$ cat src/rtl/booth_mult_if.sv
// Handshake/data bundle for the sequential Booth multiplier booth_mult.
// The master (the multdiv wrapper or the bench) drives operands and start; the slave returns the result.
interface booth_mult_if #(
    parameter int WIDTH = 32
);
    logic             ctrl_MULT;
    logic [WIDTH-1:0] data_operandA;
    logic [WIDTH-1:0] data_operandB;
    logic [WIDTH-1:0] data_result;
    logic             data_exception;
    logic             data_resultRDY;
    logic             busy;

    modport master (
        output ctrl_MULT, data_operandA, data_operandB,
        input  data_result, data_exception, data_resultRDY, busy
    );

    modport slave (
        input  ctrl_MULT, data_operandA, data_operandB,
        output data_result, data_exception, data_resultRDY, busy
    );
endinterface

$ cat src/rtl/booth_mult.sv
// Sequential signed WIDTHxWIDTH Booth multiplier, one Booth step per clock, low WIDTH bits returned.
// Define BOOTH_RADIX4_EN for modified (radix-4) Booth: two bits per step, half the latency.
module booth_mult #(
    parameter int WIDTH = 32
) (
    input  logic        clock,
    input  logic        reset,
    booth_mult_if.slave bus
);
`ifdef BOOTH_RADIX4_EN
    localparam int STEPS = WIDTH / 2;
`else
    localparam int STEPS = WIDTH;
`endif
    localparam int CW = $clog2(STEPS + 1);

    typedef enum logic [1:0] {IDLE, RUN, DONE} state_t;

    state_t                  state, state_nxt;
    logic [CW-1:0]           count;
    logic signed [WIDTH-1:0] m_reg;
    logic signed [WIDTH-1:0] u_reg;
    logic [WIDTH-1:0]        l_reg;
    logic                    q_m1;
    logic signed [WIDTH-1:0] u_nxt;
    logic [WIDTH-1:0]        l_nxt;
    logic                    q_nxt;
    logic [WIDTH-1:0]        result_reg;
    logic                    exc_reg;
    logic                    last_step;

    assign last_step = (count == CW'(STEPS - 1));

`ifdef BOOTH_RADIX4_EN
    // Sum is WIDTH+2 wide so +/-2M never overflows before the 2-bit arithmetic shift.
    logic signed [WIDTH+1:0] u_ext, m_ext, sum;
    always_comb begin
        u_ext = {{2{u_reg[WIDTH-1]}}, u_reg};
        m_ext = {{2{m_reg[WIDTH-1]}}, m_reg};
        sum   = u_ext;
        case ({l_reg[1:0], q_m1})
            3'b001, 3'b010: sum = u_ext + m_ext;
            3'b011:         sum = u_ext + (m_ext <<< 1);
            3'b100:         sum = u_ext - (m_ext <<< 1);
            3'b101, 3'b110: sum = u_ext - m_ext;
            default:        sum = u_ext;
        endcase
        u_nxt = sum[WIDTH+1:2];
        l_nxt = {sum[1:0], l_reg[WIDTH-1:2]};
        q_nxt = l_reg[1];
    end
`else
    // Sum is WIDTH+1 wide; its sign becomes the new U MSB after the 1-bit shift.
    logic signed [WIDTH:0] u_ext, m_ext, sum;
    always_comb begin
        u_ext = {u_reg[WIDTH-1], u_reg};
        m_ext = {m_reg[WIDTH-1], m_reg};
        sum   = u_ext;
        case ({l_reg[0], q_m1})
            2'b01:   sum = u_ext + m_ext;
            2'b10:   sum = u_ext - m_ext;
            default: sum = u_ext;
        endcase
        u_nxt = sum[WIDTH:1];
        l_nxt = {sum[0], l_reg[WIDTH-1:1]};
        q_nxt = l_reg[0];
    end
`endif

    always_comb begin
        state_nxt = state;
        case (state)
            IDLE:    if (bus.ctrl_MULT) state_nxt = RUN;
            RUN:     if (bus.ctrl_MULT) state_nxt = RUN;
                     else if (last_step) state_nxt = DONE;
            DONE:    state_nxt = bus.ctrl_MULT ? RUN : IDLE;
            default: state_nxt = IDLE;
        endcase
    end

    always_ff @(posedge clock) begin
        if (reset) begin
            state      <= IDLE;
            count      <= '0;
            m_reg      <= '0;
            u_reg      <= '0;
            l_reg      <= '0;
            q_m1       <= 1'b0;
            result_reg <= '0;
            exc_reg    <= 1'b0;
        end else begin
            state <= state_nxt;
            // A start in any state (including RUN) re-latches operands and discards the old run.
            if (bus.ctrl_MULT) begin
                m_reg <= bus.data_operandA;
                u_reg <= '0;
                l_reg <= bus.data_operandB;
                q_m1  <= 1'b0;
                count <= '0;
            end else if (state == RUN) begin
                u_reg <= u_nxt;
                l_reg <= l_nxt;
                q_m1  <= q_nxt;
                count <= count + CW'(1);
                if (last_step) begin
                    result_reg <= l_nxt;
                    exc_reg    <= (u_nxt != {WIDTH{l_nxt[WIDTH-1]}});
                end
            end
        end
    end

    always_comb begin
        bus.data_result    = result_reg;
        bus.data_exception = exc_reg;
        bus.data_resultRDY = (state == DONE);
        bus.busy           = (state == RUN);
    end
endmodule

$ cat src/flat_wrapper.sv
// flat-port wrapper written by rule: the top's interface ports become plain ports
module booth_mult_flat 
#(
    parameter int WIDTH = 32
)
  (clock, reset, bus_ctrl_MULT, bus_data_operandA, bus_data_operandB, bus_data_result, bus_data_exception, bus_data_resultRDY, bus_busy);
  booth_mult_if #(.WIDTH(WIDTH)) bus_i ();
  input  logic clock;
  input  logic reset;
  input wire logic [$bits(bus_i.ctrl_MULT)-1:0] bus_ctrl_MULT;
  input wire logic [$bits(bus_i.data_operandA)-1:0] bus_data_operandA;
  input wire logic [$bits(bus_i.data_operandB)-1:0] bus_data_operandB;
  output wire logic [$bits(bus_i.data_result)-1:0] bus_data_result;
  output wire logic [$bits(bus_i.data_exception)-1:0] bus_data_exception;
  output wire logic [$bits(bus_i.data_resultRDY)-1:0] bus_data_resultRDY;
  output wire logic [$bits(bus_i.busy)-1:0] bus_busy;
  assign bus_i.ctrl_MULT = bus_ctrl_MULT;
  assign bus_i.data_operandA = bus_data_operandA;
  assign bus_i.data_operandB = bus_data_operandB;
  assign bus_data_result = bus_i.data_result;
  assign bus_data_exception = bus_i.data_exception;
  assign bus_data_resultRDY = bus_i.data_resultRDY;
  assign bus_busy = bus_i.busy;
  booth_mult #(.WIDTH(WIDTH)) u_core (.clock(clock), .reset(reset), .bus(bus_i));
endmodule
$ cat config.mk
export PLATFORM = sky130hd
export DESIGN_NAME = booth_mult_flat
export DESIGN_NICKNAME = d
export VERILOG_FILES = /design/src/rtl/booth_mult_if.sv /design/src/rtl/booth_mult.sv /design/src/flat_wrapper.sv
export SDC_FILE = /design/constraint.sdc
export NUM_CORES = 1
export LEC_CHECK = 0
export CAP_MARGIN = 10
export CORE_ASPECT_RATIO = 0.9
export CORE_MARGIN = 2
export CORE_UTILIZATION = 45
export CTS_CLUSTER_SIZE = 10
export DETAILED_ROUTE_END_ITERATION = 8
export GPL_TIMING_DRIVEN = 0
export PLACE_DENSITY = 0.67
export RECOVER_POWER = 100
export SLEW_MARGIN = 25
export SYNTH_ARGS = -nofsm -noshare
export SYNTH_HDL_FRONTEND = slang
export SYNTH_SLANG_ARGS = --single-unit
export TNS_END_PERCENT = 30
$ cat constraint.sdc
create_clock -name clock -period 12.25 [get_ports clock]
set_input_delay 2.45 -clock clock [delete_from_list [all_inputs] [get_ports clock]]
set_output_delay 2.45 -clock clock [all_outputs]
set_load 0.01 [all_outputs]
* Yosys cells after proc, flatten, opt, wreduce, memory -nomap -nowiden *
Cells that the tools add are included.

operators by class
  bitwise operators = 1
  reductions and logical operators = 5
  equality and inequality tests = 8
  $add $sub $neg = 3
  mux-type cells = 8

operators with widths
  cell                 count
  $pmux 33 s2          1
  $mux 32              2
  $add 32x32->33       1
  $sub 32x32->33       1
  $ne 32x32->1         1
  $add 6x1->6 const B  1
  $eq 6x5->1 const B   1
  $mux 2               3
  $pmux 2 s3           1
  $eq 2x1->1 const B   2
  $eq 2x2->1 const B   2
  $ne 3x2->1 const B   1
  $reduce_and 3->1     1
  $logic_not 2->1      1
  $ne 2x2->1 const B   1
  $reduce_and 2->1     1
  $reduce_bool 2->1    1
  $reduce_or 2->1      1
  $mux 1               1
  $not 1->1            1

storage, ports and cells
  register bits = 138
  logic and storage cells = 33
  input bits = 67

* Depth between registers and ports, before layout *
  depth in word-level cells = 4
  gate-level depth with buffers = 22
  depth with buffers taken out = 21

* Worst setup path after synthesis *
OpenSTA, ideal clock, no wires.

  path kind = reg-to-reg
  start = register u_core.m_reg[6]
  end = register u_core.exc_reg, in the netlist u_core.bus.data_exception
  cell stages (with the launch flop) = 21
  library setup time = 134 ps
  slack = 7713 ps
  required time = 12116 ps
  arrival time = 4403 ps
  cell sequence = dfxtp_1 > nor4_1 > nand2b_1 > inv_1 > nand2_1 > nor4b_1 > nand3b_1 > nor2_1 > a21oi_1 > xnor2_1 > ha_1 > o21ai_0 > a22o_1 > o21ai_1 > a31oi_1 > xnor2_1 > a21oi_1 > or4_1 > or4_1 > o31ai_1 > a211oi_1

on the way
  word-level cells in the longest chain between the ends = 3
  elaborated cells between the ends (all ways) = 4
  classes of those cells = add/sub (2); eq/ne (1); mux (1)

ends and longest elaborated chain
  what                                              RTL line                            source
  start: declaration                                booth_mult.sv:21                    logic signed [WIDTH-1:0] m_reg;
  start signal: assignment                          booth_mult.sv:95                    m_reg <= bus.data_operandA;
  $sub 32x32->33 or $add 32x32->33 (tied branches)  booth_mult.sv:61, booth_mult.sv:60
  $pmux 33 s2 *                                     booth_mult.sv:59                    case ({l_reg[0], q_m1})
  $ne 32x32->1 *                                    booth_mult.sv:107                   exc_reg <= (u_nxt != {WIDTH{l_nxt[WIDTH-1]}});
  end signal: assignment                            booth_mult.sv:107
  end: declaration                                  booth_mult.sv:29                    logic exc_reg;

Every way passes the cells marked *; elsewhere a longest branch is shown, timed or not.
A chain may end at the register's enable or synchronous reset.

* Worst setup path after layout *
Same ends and word-level chain as after synthesis.

==> out/summary.log <==
INFO  worst_hold_path min-delay-path-class=reg2reg
INFO  synth          synth.area.top_cells=dfxtp_1, a21oi_1, nand2_1
INFO  synth          netlist.area_leader.share=33.9%
INFO  synth          synth-warning-count=0
INFO  global_routing grt_use_met2=37.9%
INFO  clocking       clkSinkCount=138
INFO  routing        number_of_vias_per_cell=5.56
INFO  timing         finalHoldWorstSlack=0.446ns
INFO  routing        number_of_design_rule_violations_left_by_the_first_detailed_router_iteration=628
INFO  worst_hold_path hold_crit_start=u_core.state[1]
INFO  global_routing pin_count_of_the_biggest_net_entering_global_routing=17
INFO  clocking       cts_buffer_count=17
INFO  die            initial_utilization=46.1%
INFO  routing        final_antenna_net_count=0
INFO  outcome        outcome=finished clean
INFO  timing         timing.final.max_slew_violations=0
INFO  clocking       cts.htree.levels=4
INFO  clocking       path_clk_slew=0.06ns
INFO  critical_path  critical_path_class=reg2reg
INFO  pwr            p_per_area=125nW/µm²
INFO  synth          async_reset_ff_share=0%
INFO  synth          top_flip_flop_cell_by_instance_count_after_synthesis=dfxtp_1
INFO  synth          netlist-cell-type-count=66
INFO  cells_and_area number_of_nets_at_the_end_of_the_flow=1300
INFO  die            die-height=132µm
INFO  cells_and_area antenna_cells_inserted=0
INFO  routing        dr_total_vias=8056
INFO  placed_design  globalplace.congestion=0.961
INFO  placed_design  place_hpwl=17800µm
INFO  clocking       cts_buffer_depth=2
INFO  cells_and_area fin_area=9940µm²
INFO  global_routing number_of_antenna_violations_at_the_first_check_in_global_routing=0
INFO  global_routing gr-max-usage-layer=met2
INFO  timing         fin_setup_tns=0ns
INFO  global_routing globalRouteMet1Util=35.4%
INFO  critical_path  cp_max_fo=9
INFO  timing         fmaxAchievable=166MHz
INFO  timing         hold_viol=0
INFO  routing        number_of_detailed_routing_iterations_run_before_antenna_repair=5
INFO  synth          postSynthRegisterBits=138
INFO  critical_path  capturing_element_type_of_the_critical_path=flop
INFO  timing         finClkSkew=0.00808ns
INFO  synth          synth.cell_area=8150µm²
INFO  clocking       cts.hold.buffers_added=0
INFO  synth          mappedNetlistNets=1182
INFO  critical_path  cp.required=12.54ns
INFO  critical_path  timing.rr.start=u_core.m_reg[6]
INFO  synth          postSynthCellCount=1079
INFO  timing         rsz_0062_raised_after_global_routing=false
INFO  timing         layout_worst_path_cycle_share=49.1%
INFO  routing        overall_routed_net_length=23800µm
INFO  global_routing first_pass_grt_wire_length=38100µm
INFO  global_routing globalRoute.totalOverflow=0
INFO  die            floorplan.die_area=19200µm²
INFO  clocking       clk-insertion-delay-late=0.43ns
INFO  job            max_cap_violations=0
INFO  global_routing grt.total_usage=24.7%
INFO  timing         worstMarginPinSlew=0.831ns
INFO  die            ioPinCount=102
INFO  die            die_width=146µm
INFO  critical_path  start_kind=flop
INFO  timing         final_period_minus_worst_setup_slack=6.02ns
INFO  clocking       root_buffer=clkbuf_16
INFO  timing         setup-violations-final=0
INFO  placed_design  port_buffers=99
INFO  global_routing groute.layer.met3.usage=4.34%
INFO  placed_design  post_dp_cell_area=9440µm²
INFO  synth          synth_edf_count=0
INFO  global_routing number_of_global_route_vias_before_repair=7259
INFO  synth          synth.largest_area_cell=dfxtp_1
INFO  cells_and_area fillerInstances=1705
INFO  routing        route.detailed.drc=0
INFO  cells_and_area drive_gt1_share=4.13%
INFO  synth          synth_area_per_cell=7.55µm²
INFO  clocking       post_cts_setup_inserts=0
INFO  synth          synth_seq_area_share=33.9%
INFO  pwr            power.ir.vdd_worst=107µV
INFO  pwr            cellLeakagePower=0.00380µW
INFO  cells_and_area area.growth.synth_to_final=22.0%
INFO  routing        drt-wirelength-per-cell=16.4µm
INFO  die            std_cell_rows=46
INFO  cells_and_area layoutNonFillerInstCount=1450
INFO  critical_path  cp_launch_point=u_core.m_reg[6]
INFO  critical_path  worstPathArrival=6.31ns
INFO  timing         max-slew-margin-rel=44.6%
INFO  die            placeableCoreArea=17700µm²
INFO  clocking       post_cts_resized=0
INFO  clocking       cts_tree=built
INFO  placed_design  dpl.cell_count=1418
[cell usage after synthesis, drive strengths merged, types with 5 or more instances]
library cell / count
nor2b: 6
nor3: 25
dfxtp: 138
o31ai: 6
nand4: 18
a211oi: 25
nand2b: 7
o21a: 8
a21oi: 157
or4: 5
nor2: 150
o21ai: 27
xnor2: 50
nand3: 5
clkbuf: 50
mux2i: 46
buf: 15
ha: 35
nor4: 9
xor2: 12
a21o: 7
nand2: 189
inv: 18
o21bai: 6
or3: 6
[routing by layer]
| layer | wire (µm) | vias up |
|---|---|---|
| li1 | - | 3991 |
| met1 | 11600 | 3783 |
| met2 | 10400 | 257 |
| met3 | 1430 | 25 |
| met4 | 333 | 0 |
| met5 | 0 | - |
[worst paths after layout]
path,end,slack [ns],depth (start not counted)
worst min register to register,u_core.state[0],0.45,1
worst max-delay path,u_core.bus.data_exception,6.23,18
worst max register to register,u_core.bus.data_exception,6.23,18
worst min-delay path,u_core.state[0],0.45,1
[kinds of logic after synthesis]
group	share of synthesized area, %
AOI/OAI and AO/OA	19.7
xor gates and xnor gates	6.76
adders and majority gates	5.62
buffers and inverters	3.92
DFF	33.9
muxes	6.06
and+or+nand+nor	24.1
[stage by stage]
step / setup WS, ns / power (µW) / utilization, %
floorplan: 7.71 / 679 / -
global placement: 6.58 / 753 / 53.4
detailed placement: 6.52 / 756 / 53.4
CTS: 6.47 / 1240 / 56.6
global route: 5.91 / 1300 / 56.3
finish: 6.23 / 1240 / 56.3
[worst max-delay path, stage by stage, from the launching register on]
cell,delay [ns]
dfxtp_1,0.38
nor4_1,0.51
nand4b_1,0.45
nor4_1,0.52
a21oi_1,0.16
xnor2_1,0.41
ha_1,0.31
buf_2,0.17
nand4_1,0.14
nor3_1,0.11
and2_1,0.18
a221oi_1,0.64
o31ai_2,0.15
xor2_1,0.19
mux2i_1,0.14
or4_1,0.47
or4_1,0.52
o31ai_1,0.32
a211oi_1,0.12
[final cells by class]
type	instances	area [µm²]	share of cell area [%]
multi-input cells	858	5020	50.5
plain buffers	65	250	2.52
inverters	18	67.6	0.679
well taps	240	300	3.02
clock inverters	15	129	1.30
clock buffers	17	425	4.28
flip-flops and latches	138	2760	27.8
repair buffers	99	991	9.96
[power by group]
group          internal, µW  leakage (µW)  total (µW)  switching [µW]
registers               465       0.00113         483            17.4
logic                   111       0.00241         265             154
clock network           266      0.000265         492             227
total                   842       0.00380        1240             398
[layout by cell type (no fill, tap or decap), drive strengths merged, types with 7 or more instances in the layout]
| master | synthesis | layout |
|---|---|---|
| o21ai | 27 | 27 |
| mux2i | 46 | 46 |
| clkdlybuf4s50 | 0 | 64 |
| xnor2 | 50 | 50 |
| nor2 | 150 | 150 |
| nand4 | 18 | 18 |
| o21a | 8 | 8 |
| buf | 15 | 9 |
| nand2b | 7 | 7 |
| nor3 | 25 | 25 |
| dfxtp | 138 | 138 |
| a21oi | 157 | 157 |
| nor4 | 9 | 9 |
| a21o | 7 | 7 |
| nand2 | 189 | 189 |
| a211oi | 25 | 25 |
| inv | 18 | 26 |
| dlygate4sd3 | 0 | 35 |
| xor2 | 12 | 12 |
| ha | 35 | 35 |
| clkbuf | 50 | 73 |
Note: power is estimated with default switching activity, not from simulation.
